===== src/rtl/audio_seq_ctl_pkg.sv =====
// Shared types and tables for the audio sequencer: FSM states, note dividers,
// volume amplitudes and the song ROM contents.
package audio_seq_ctl_pkg;

    typedef enum logic [1:0] {
        ST_IDLE = 2'd0,
        ST_PLAY = 2'd1,
        ST_GAP  = 2'd2
    } state_e;

    localparam logic [2:0] VOL_MAX = 3'd4;
    localparam logic [2:0] VOL_RST = 3'd2;

    // Half-period dividers at 100 MHz, index = note code (C4..C5); index 0 is rest.
    localparam logic [8:0][19:0] DIV_TABLE = {
        20'd95557,  20'd101239, 20'd113636, 20'd127551,
        20'd143172, 20'd151685, 20'd170265, 20'd191110,
        20'd0
    };

    localparam logic [4:0][15:0] AMP_TABLE = {
        16'h4000, 16'h2000, 16'h1000, 16'h0800, 16'h0000
    };

    // Entry 0 is the rightmost nibble.
    localparam logic [15:0][3:0] SONG_ROM = {
        4'd5, 4'd3, 4'd1, 4'd0,
        4'd1, 4'd2, 4'd3, 4'd4,
        4'd5, 4'd6, 4'd5, 4'd5,
        4'd3, 4'd8, 4'd0, 4'd1
    };

    function automatic logic [19:0] div_of(input logic [3:0] code);
        logic [19:0] d;
        d = '0;
        if (code >= 4'd1 && code <= 4'd8) begin
            d = DIV_TABLE[code];
        end
        return d;
    endfunction

    function automatic logic [15:0] amp_of(input logic [2:0] v);
        logic [15:0] a;
        a = '0;
        if (v <= VOL_MAX) begin
            a = AMP_TABLE[v];
        end
        return a;
    endfunction

endpackage


===== src/rtl/audio_seq_ctl_note_rom.sv =====
// Combinational song ROM: maps a song position to a 4-bit note code.
module note_rom
    import audio_seq_ctl_pkg::*;
(
    input  logic [3:0] addr,
    output logic [3:0] code
);

    assign code = SONG_ROM[addr];

endmodule


===== src/rtl/audio_seq_ctl.sv =====
// Song sequencer: steps through the note ROM producing a square-wave sample
// stream with beat/gap timing, volume control and mute.
module audio_seq_ctl
    import audio_seq_ctl_pkg::*;
#(
    parameter int unsigned BEAT_CYCLES = 25_000_000,
    parameter int unsigned GAP_CYCLES  = 2_500_000,
    parameter int unsigned SONG_LEN    = 16
) (
    input  logic        clk_100mhz,
    input  logic        rst_n,
    input  logic        play,
    input  logic        stop,
    input  logic        vol_up,
    input  logic        vol_dn,
    input  logic        mute,
    input  logic        loop_en,
    output logic [15:0] audio_left,
    output logic [15:0] audio_right,
    output logic [3:0]  note_idx,
    output logic [2:0]  vol,
    output logic        busy
);

    localparam int unsigned MAX_CYC = (BEAT_CYCLES > GAP_CYCLES) ? BEAT_CYCLES : GAP_CYCLES;
    localparam int unsigned CNT_W   = $clog2(MAX_CYC + 1);
    localparam logic [CNT_W-1:0] BEAT_LAST = CNT_W'(BEAT_CYCLES - 1);
    localparam logic [CNT_W-1:0] GAP_LAST  = CNT_W'(GAP_CYCLES - 1);
    localparam logic [3:0]       LAST_IDX  = 4'(SONG_LEN - 1);

    state_e           state_q, state_d;
    logic [3:0]       idx_q, idx_d;
    logic [CNT_W-1:0] cnt_q, cnt_d;
    logic [19:0]      hp_q, hp_d;
    logic             ph_q, ph_d;
    logic [2:0]       vol_q, vol_d;
    logic [15:0]      audio_q, audio_d;
    logic             busy_q, busy_d;
    logic             note_start;
    logic [3:0]       code;
    logic [19:0]      div;
    logic [15:0]      amp;

    // ROM is addressed by the next position so outputs line up with the state register.
    note_rom u_note_rom (
        .addr (idx_d),
        .code (code)
    );

    assign div = div_of(code);

    always_comb begin
        state_d    = state_q;
        idx_d      = idx_q;
        cnt_d      = cnt_q;
        note_start = 1'b0;
        if (stop) begin
            state_d = ST_IDLE;
            cnt_d   = '0;
        end else begin
            unique case (state_q)
                ST_IDLE: begin
                    if (play) begin
                        state_d    = ST_PLAY;
                        idx_d      = '0;
                        cnt_d      = '0;
                        note_start = 1'b1;
                    end
                end
                ST_PLAY: begin
                    if (cnt_q == BEAT_LAST) begin
                        state_d = ST_GAP;
                        cnt_d   = '0;
                    end else begin
                        cnt_d = cnt_q + 1'b1;
                    end
                end
                ST_GAP: begin
                    if (cnt_q == GAP_LAST) begin
                        cnt_d = '0;
                        if (idx_q != LAST_IDX) begin
                            state_d    = ST_PLAY;
                            idx_d      = idx_q + 4'd1;
                            note_start = 1'b1;
                        end else if (loop_en) begin
                            state_d    = ST_PLAY;
                            idx_d      = '0;
                            note_start = 1'b1;
                        end else begin
                            state_d = ST_IDLE;
                        end
                    end else begin
                        cnt_d = cnt_q + 1'b1;
                    end
                end
                default: state_d = ST_IDLE;
            endcase
        end
    end

    always_comb begin
        vol_d = vol_q;
        if (vol_up && !vol_dn && vol_q < VOL_MAX) begin
            vol_d = vol_q + 3'd1;
        end else if (vol_dn && !vol_up && vol_q != 3'd0) begin
            vol_d = vol_q - 3'd1;
        end

        hp_d = hp_q;
        ph_d = ph_q;
        if (note_start) begin
            hp_d = '0;
            ph_d = 1'b1;
        end else if (state_d == ST_PLAY) begin
            if (div != '0) begin
                if (hp_q == div - 20'd1) begin
                    hp_d = '0;
                    ph_d = ~ph_q;
                end else begin
                    hp_d = hp_q + 20'd1;
                end
            end
        end else begin
            hp_d = '0;
            ph_d = 1'b0;
        end

        amp     = amp_of(vol_d);
        audio_d = '0;
        if (state_d == ST_PLAY && !mute && div != '0) begin
            audio_d = ph_d ? amp : (~amp + 16'd1);
        end
        busy_d = (state_d != ST_IDLE);
    end

    always_ff @(posedge clk_100mhz or negedge rst_n) begin
        if (!rst_n) begin
            state_q <= ST_IDLE;
            idx_q   <= '0;
            cnt_q   <= '0;
            hp_q    <= '0;
            ph_q    <= 1'b0;
            vol_q   <= VOL_RST;
            audio_q <= '0;
            busy_q  <= 1'b0;
        end else begin
            state_q <= state_d;
            idx_q   <= idx_d;
            cnt_q   <= cnt_d;
            hp_q    <= hp_d;
            ph_q    <= ph_d;
            vol_q   <= vol_d;
            audio_q <= audio_d;
            busy_q  <= busy_d;
        end
    end

    assign audio_left  = audio_q;
    assign audio_right = audio_q;
    assign note_idx    = idx_q;
    assign vol         = vol_q;
    assign busy        = busy_q;

endmodule


===== config.mk =====
export PLATFORM = sky130hd
export DESIGN_NAME = audio_seq_ctl
export DESIGN_NICKNAME = d
export VERILOG_FILES = /design/src/rtl/audio_seq_ctl_pkg.sv /design/src/rtl/audio_seq_ctl_note_rom.sv /design/src/rtl/audio_seq_ctl.sv
export SDC_FILE = /design/constraint.sdc
export NUM_CORES = 1
export LEC_CHECK = 0
export ABC_AREA = 1
export CORE_MARGIN = 2
export CORE_UTILIZATION = 40
export DETAILED_ROUTE_END_ITERATION = 6
export SETUP_SLACK_MARGIN = 0.15
export SLEW_MARGIN = 20
export SYNTH_ARGS = -nofsm -noshare
export SYNTH_HDL_FRONTEND = slang
export SYNTH_SLANG_ARGS = --single-unit
export TNS_END_PERCENT = 50

===== constraint.sdc =====
create_clock -name clk_100mhz -period 4.39 [get_ports clk_100mhz]
set_input_delay 1.0975 -clock clk_100mhz [delete_from_list [all_inputs] [get_ports clk_100mhz]]
set_output_delay 1.0975 -clock clk_100mhz [all_outputs]
set_load 0.02 [all_outputs]

**Word level (Yosys, flattened, before mapping)**

Memory sizes are Yosys's and may differ from the RTL's.
Cells that the tools add are included.

- Flip-flop bits (word level): 72
- ROM bits: 512
- Output and inout bits: 40
- Word-level logic and storage cells: 93
- Memories: 3

Memories:

| memory | depth | bits a word | read ports | clocked after Yosys merged registers in | wr ports | RTL line | source |
|---|---|---|---|---|---|---|---|
| (name not given) | 16 | 20 | 1 | 0 | 0 | audio_seq_ctl_pkg.sv:37 | `d = DIV_TABLE[code];` |
| (name not given) | 8 | 16 | 1 | 0 | 0 | audio_seq_ctl_pkg.sv:46 | `a = AMP_TABLE[v];` |
| (name not given) | 16 | 4 | 1 | 0 | 0 | audio_seq_ctl_note_rom.sv:9 | `assign code = SONG_ROM[addr];` |

- Add/subtract/negate cells: 7
- Order comparisons: 7
- Eq/ne operators: 9
- Multiplexer cells: 41
- Bitwise logic cells: 2
- Reductions and logical operators: 16

Operator list:

| cell | count |
|---|---|
| 20-bit 2-to-1 mux | 6 |
| 25-bit 2-to-1 mux | 4 |
| 25-bit one-hot mux with 3 select lines | 1 |
| 16-bit 2-to-1 mux | 4 |
| 25-bit by 1-bit adder with 25-bit output (second input constant) | 1 |
| 25-bit by 22-bit == test with 1-bit output (second input constant) | 1 |
| 25-bit == test (second input constant) | 1 |
| 4-bit 2-to-1 mux | 6 |
| 20-bit by 1-bit adder with 20-bit output (second input constant) | 1 |
| 20-bit == test | 1 |
| 20-bit nonzero test | 1 |
| 20-bit by 1-bit subtractor with 20-bit output (second input constant) | 1 |
| 16-bit by 1-bit adder with 16-bit output (second input constant) | 1 |
| 16-bit inverter | 1 |
| 1-bit 2-to-1 mux | 11 |
| 4-bit by 5-bit less-than comparator with 1-bit output (second input constant) | 2 |
| 2-bit 2-to-1 mux | 4 |
| 4-bit one-hot mux with 2 select lines | 1 |
| 1-bit logical AND | 7 |
| 3-bit 2-to-1 mux | 2 |
| 2-bit one-hot mux with 3 select lines | 1 |
| 4-bit by 1-bit adder with 4-bit output (second input constant) | 1 |
| 2-bit by 1-bit == test with 1-bit output (second input constant) | 2 |
| 4-bit by 1-bit greater-or-equal comparator with 1-bit output (second input constant) | 1 |
| 18 further kinds | 20 |

**Longest topological paths before layout**

- Depth in word-level cells: 18
- Depth in mapped cells: 44
- Gate-level depth less buffers: 43

**By module**

Synthesis repeated with hierarchy kept, for this count alone.

- Cells, all modules: 738
- Area, all modules: 5089.9 um^2

Modules (own cells, without submodules):

| module | times used | cells an instance | area an instance (um^2) |
|---|---|---|---|
| audio_seq_ctl | 1 | 710 | 4934.7 |
| note_rom | 1 | 28 | 155.1 |

**Worst setup path before layout**

Ideal clock, no wire load.

- Path type: in2reg
- Start point: input stop
- End point: register audio_q[12], in the netlist audio_left[12]
- Library setup time: 0.118 ns
- Arrival: 4.703 ns
- Data required time: 4.272 ns
- Path slack: -0.431 ns
- Stages: 34
- Buffers on the path: 0
- Cells stage by stage: inv_1 o21ai_1 nor2_1 nand2_1 a32oi_1 inv_1 ha_1 nand3b_1 nand2_1 nand2_1 nand2_1 ha_1 inv_1 nor2_2 inv_2 nor2_4 nor2_8 nand2_2 ha_1 inv_1 nor2_2 inv_2 nand2_1 o211ai_1 a21oi_1 nand4_1 nor2_2 nand3_1 nand2_1 nand3_2 nand2_2 nand2_1 nand2_1 nor2_2

- Cells in the longest elaborated chain, start to end: 14
- Elaborated cells between the ends (all ways): 23
- Those cells by class: add/sub: 1; order compare: 2; eq/ne: 2; mux: 12; reduce/logical: 4; memory: 2

RTL lines:

| item | RTL line | source |
|---|---|---|
| from (decl) | audio_seq_ctl.sv:13 | `input logic stop,` |
| 4-bit 2-to-1 mux (*) | audio_seq_ctl.sv:57 | `if (stop) begin` |
| net idx_d[1] | audio_seq_ctl.sv:32 | `logic [3:0] idx_q, idx_d;` |
| memory read 16 x 4 bit (*) | n/a |  |
| 4-bit 2-to-1 mux (implied by the code) (*) | audio_seq_ctl_note_rom.sv:9 |  |
| memory read 16 x 20 bit (tied with other cells) | n/a |  |
| 20-bit 2-to-1 mux (implied by the code) or 1-bit logical AND (tied branches) | audio_seq_ctl_pkg.sv:37, audio_seq_ctl_pkg.sv:36 |  |
| 20-bit 2-to-1 mux (*) | audio_seq_ctl_pkg.sv:36 | `if (code >= 4'd1 && code <= 4'd8) begin` |
| 20-bit by 1-bit subtractor with 20-bit output | audio_seq_ctl.sv:116 | `if (hp_q == div - 20'd1) begin` |
| 20-bit == test | audio_seq_ctl.sv:116 |  |
| 1-bit 2-to-1 mux | audio_seq_ctl.sv:116 |  |
| 1-bit 2-to-1 mux (*) | audio_seq_ctl.sv:115 | `if (div != '0) begin` |
| 1-bit 2-to-1 mux (*) | audio_seq_ctl.sv:114 | `end else if (state_d == ST_PLAY) begin` |
| 1-bit 2-to-1 mux (*) | audio_seq_ctl.sv:111 | `if (note_start) begin` |
| net ph_d | audio_seq_ctl.sv:35 | `logic ph_q, ph_d;` |
| 16-bit 2-to-1 mux (*) | audio_seq_ctl.sv:131 | `audio_d = ph_d ? amp : (~amp + 16'd1);` |
| 16-bit 2-to-1 mux (*) | audio_seq_ctl.sv:130 | `if (state_d == ST_PLAY && !mute && div != '0) begin` |
| net audio_d[12] | audio_seq_ctl.sv:37 | `logic [15:0] audio_q, audio_d;` |
| to (signal assigned) | audio_seq_ctl.sv:153 | `audio_q <= audio_d;` |
| to (decl) | audio_seq_ctl.sv:37 |  |

The timed path passes the listed nets; every way through them passes the cells marked *. The select of a mux whose other input is x is not followed.
A chain may end at the register's enable or synchronous reset.

**Final worst setup path**

- Start point: input play
- End point: register hp_q[18]

- Cells in the longest elaborated chain, start to end: 14
- Elaborated cells between the ends (all ways): 26
- Those cells by class: add/sub: 1; order compare: 2; eq/ne: 3; mux: 16; reduce/logical: 2; memory: 2

RTL lines:

| item | RTL line | source |
|---|---|---|
| from (decl) | audio_seq_ctl.sv:12 | `input logic play,` |
| 4-bit 2-to-1 mux (*) | audio_seq_ctl.sv:63 | `if (play) begin` |
| 4-bit one-hot mux with 2 select lines (*) | audio_seq_ctl.sv:61 | `unique case (state_q)` |
| 4-bit 2-to-1 mux (*) | audio_seq_ctl.sv:57 |  |
| net idx_d[1] | audio_seq_ctl.sv:32 |  |
| memory read 16 x 4 bit (*) | n/a |  |
| 4-bit 2-to-1 mux (implied by the code) (*) | audio_seq_ctl_note_rom.sv:9 |  |
| memory read 16 x 20 bit (tied with other cells) | n/a |  |
| 20-bit 2-to-1 mux (implied by the code) or 1-bit logical AND (tied branches) | audio_seq_ctl_pkg.sv:37, audio_seq_ctl_pkg.sv:36 |  |
| 20-bit 2-to-1 mux (*) | audio_seq_ctl_pkg.sv:36 |  |
| 20-bit by 1-bit subtractor with 20-bit output | audio_seq_ctl.sv:116 |  |
| 20-bit == test | audio_seq_ctl.sv:116 |  |
| 20-bit 2-to-1 mux | audio_seq_ctl.sv:116 |  |
| 20-bit 2-to-1 mux | audio_seq_ctl.sv:115 |  |
| 20-bit 2-to-1 mux | audio_seq_ctl.sv:114 |  |
| 20-bit 2-to-1 mux | audio_seq_ctl.sv:111 |  |
| to (signal assigned) | audio_seq_ctl.sv:150 | `hp_q <= hp_d;` |
| to (decl) | audio_seq_ctl.sv:34 | `logic [19:0] hp_q, hp_d;` |

Marked as above.

==> run summary <==
commonest non-fill, non-tap cell in the layout -> nand2_1
CP startpoint -> play
LEAKAGE -> 3.145 nW
ys async rst share -> 100.0%
Worst-Skew Late Latency -> 340 ps
sequential cell area fraction in the yosys report -> 29.56%
Fillers -> 1172
Final Slew Violations -> 0
Cell Area, Synth -> 5169 µm²
largest stage delay on the critical path -> 260 ps
Num CTS Buffers -> 9
slowest CP cell -> dlygate4sd2_1
quantity of I/O buffers inserted on ports -> 25
Ports -> 48
first-pass GRT wire length -> 22540 µm
synthesized area per cell -> 7.080 µm²
Cells after Synth -> 730
critical path launch point type -> input port
largest net degree at the start of global routing -> 38
HP Class -> reg -> reg
via count -> 5033
layout cells sized above 1 -> 27.57%
RePlAce Congestion -> 0.9408
CTS Hold Bufs -> 0
Final ANT Viol Nets -> 0
Clock Pin Slew Worst Setup and Hold Paths -> 50 ps
EDFF count, synth -> 0
Wirelength per Cell -> 12.92 µm
Final TNS setup -> -2067 ps
CTS root buf -> clkbuf_16
worst r2r path cells -> 38
CP arrival -> 4720 ps
Slew @ Worst Pin -> 851.2 ps
Initial Util -> 40.96%
Pre-Repair DR Iteration Count -> 4
H-tree depth -> 3
number of synthesized register bits -> 61
Worst Path Required -> 4610 ps
max frequency -> 222.2 MHz
final hold violations -> 0
Max-cap violations -> 0
Clock Sinks -> 61
critical-path maximum fanout -> 10
hold_ws -> 527.4 ps
Worst Slack Setup Final -> -111.4 ps
failing checks -> negative setup slack
CTS tree -> built
vias in the first global route -> 5017
hold wc startpoint -> hp_q[0]
GR Util met3 -> 3.876%
Final period util -> 102.5%
CP endpoint kind -> flop
commonest non-fill, non-tap cells in the layout -> nand2_1, buf_4, inv_1
grt met2 use -> 32.67%
global-route met1 utilization -> 24.71%
core footprint -> 12620 µm²
Post-Route Utilization -> 54.73%
Die Wd -> 117.7 µm
gr ovfl total -> 0
Netlist cell types -> 47
peak supply drop -> 121.9 µV
Syn. warnings -> 0
final setup fails -> 25
Routed WL -> 13430 µm
Die Height -> 117.7 µm
RSZ-0062 raised after global routing -> true
Final HPWL DP -> 10210 µm
Hold Crit Depth -> 1
GRT busiest layer -> met2
Max-Slew Margin vs Limit -> 43.26%
WS Path Type -> in -> reg
area of the die -> 13850 µm²
Tmin final -> 4501 ps
diode count -> 0
First DRT Iteration DRCs -> 342
Avg Vias per Cell -> 4.844
Total GRT Usage -> 19.83%
Core Rows -> 41
Layout Area Growth over Synthesis -> 33.62%
status -> finished with violations
reg2reg start -> cnt_q[1]
initial antenna violation count -> 0
# DRC -> 0
Layout Nets -> 892
power per cell area -> 241.3 nW/µm²
Top FF cell, synth -> dfrtp_1
maximum clock path buffer count -> 2
clk_skew -> 11.25 ps
## worst paths after layout
kind / endpoint / slack [ps]
setup / recovery: hp_q[18] / -110
hold / removal: hp_q[0] / 530
setup reg to reg: hp_q[18] / -80
hold reg to reg: hp_q[0] / 530
max in group asynchronous: vol[1] / 2610
min in group asynchronous: cnt_q[21] / 860
## where the power goes
group	internal (W)	switching (W)	leakage [nW]	total, W
Clock	0.000379	0.000260	0.127	0.000639
Combinational	0.000169	0.000243	2.18	0.000412
Sequential	0.000594	0.0000216	0.839	0.000616
Total	0.00114	0.000524	3.14	0.00167
## cell usage after synthesis, types with 6 or more instances
cell type | n | area [µm²]
nand2_4 | 10 | 112.6
nand3_2 | 7 | 70.07
o22ai_1 | 23 | 143.9
dfrtp_1 | 60 | 1501
a21oi_1 | 20 | 100.1
nand3_1 | 46 | 230.2
nor2_4 | 6 | 67.56
inv_1 | 98 | 367.9
nor3_1 | 23 | 115.1
nor2_2 | 10 | 62.56
nand2_1 | 159 | 596.8
nand4_1 | 15 | 93.84
inv_2 | 13 | 48.80
nor4_1 | 6 | 37.54
xor2_1 | 29 | 254.0
nor2_1 | 82 | 307.8
nand2_2 | 10 | 62.56
o21ai_0 | 13 | 65.06
buf_4 | 28 | 210.2
ha_1 | 22 | 275.3
## worst max-delay path: cells and delay by family
kind | cells | cell delay [ps]
AO/OA/AOI/OAI | 2 | 280
AND/OR/NAND/NOR | 20 | 1800
buffers and inverters | 9 | 1010
adder cells (fa/ha/maj) | 3 | 510
## through the flow
step	instance area [µm²]	setup WS [ps]	std cells	total power (W)
CTS	6698	-64.39	1032	0.001655
global route	6907	-450.3	1039	0.001760
detailed placement	6321	-936.6	1011	0.001006
finish	6907	-111.4	1039	0.001666
global placement	6321	-856.3	1011	0.0009975
floorplan	5358	-73.60	751	0.0008938
## area by class of cell
class / instances / area [µm²] / share of cell area, %
multi-input cells: 541 / 3327 / 48.17
clock buffers: 13 / 240.2 / 3.478
repair buffers: 135 / 1131 / 16.38
inverters: 114 / 450.4 / 6.522
clock inverters: 3 / 15.01 / 0.2174
flip-flops and latches: 61 / 1528 / 22.12
well taps: 172 / 215.2 / 3.116
## routing by layer
| layer | part of all wire [%] | up-vias | wire [µm] |
|---|---|---|---|
| met2 | 48 | 109 | 6476 |
| li1 | - | 2572 | - |
| met4 | 2.8 | 0 | 373 |
| met5 | 0 | - | 0 |
| met1 | 45 | 2321 | 6085 |
| met3 | 3.7 | 31 | 492 |
## sequential cells by signal, summed over array words and instances (netlist names)
register and count:
hp_q 20, state_q 2, note_idx 4, ph_q 1, audio_left 5, cnt_q 25, vol 3, busy 1
## logic make-up after synthesis
group	count (synthesis)	synth area share, %
buffers and inverters	149	13.19
AOI/OAI and AO/OA	73	8.303
DFF	61	29.56
other	1	0.07255
xor gates and xnor gates	32	5.422
and+or+nand+nor	392	38.13
adders and majority gates	22	5.326
## repair_timing
action / 4_1_cts / 5_1_grt
cloned: 0 / 2
resized for setup: 32 / 23
setup buffers: 5 / 5
endpoints found under the setup margin: 26 / 26
pin swaps: 31 / 7
(Power assumes the default switching activity.)
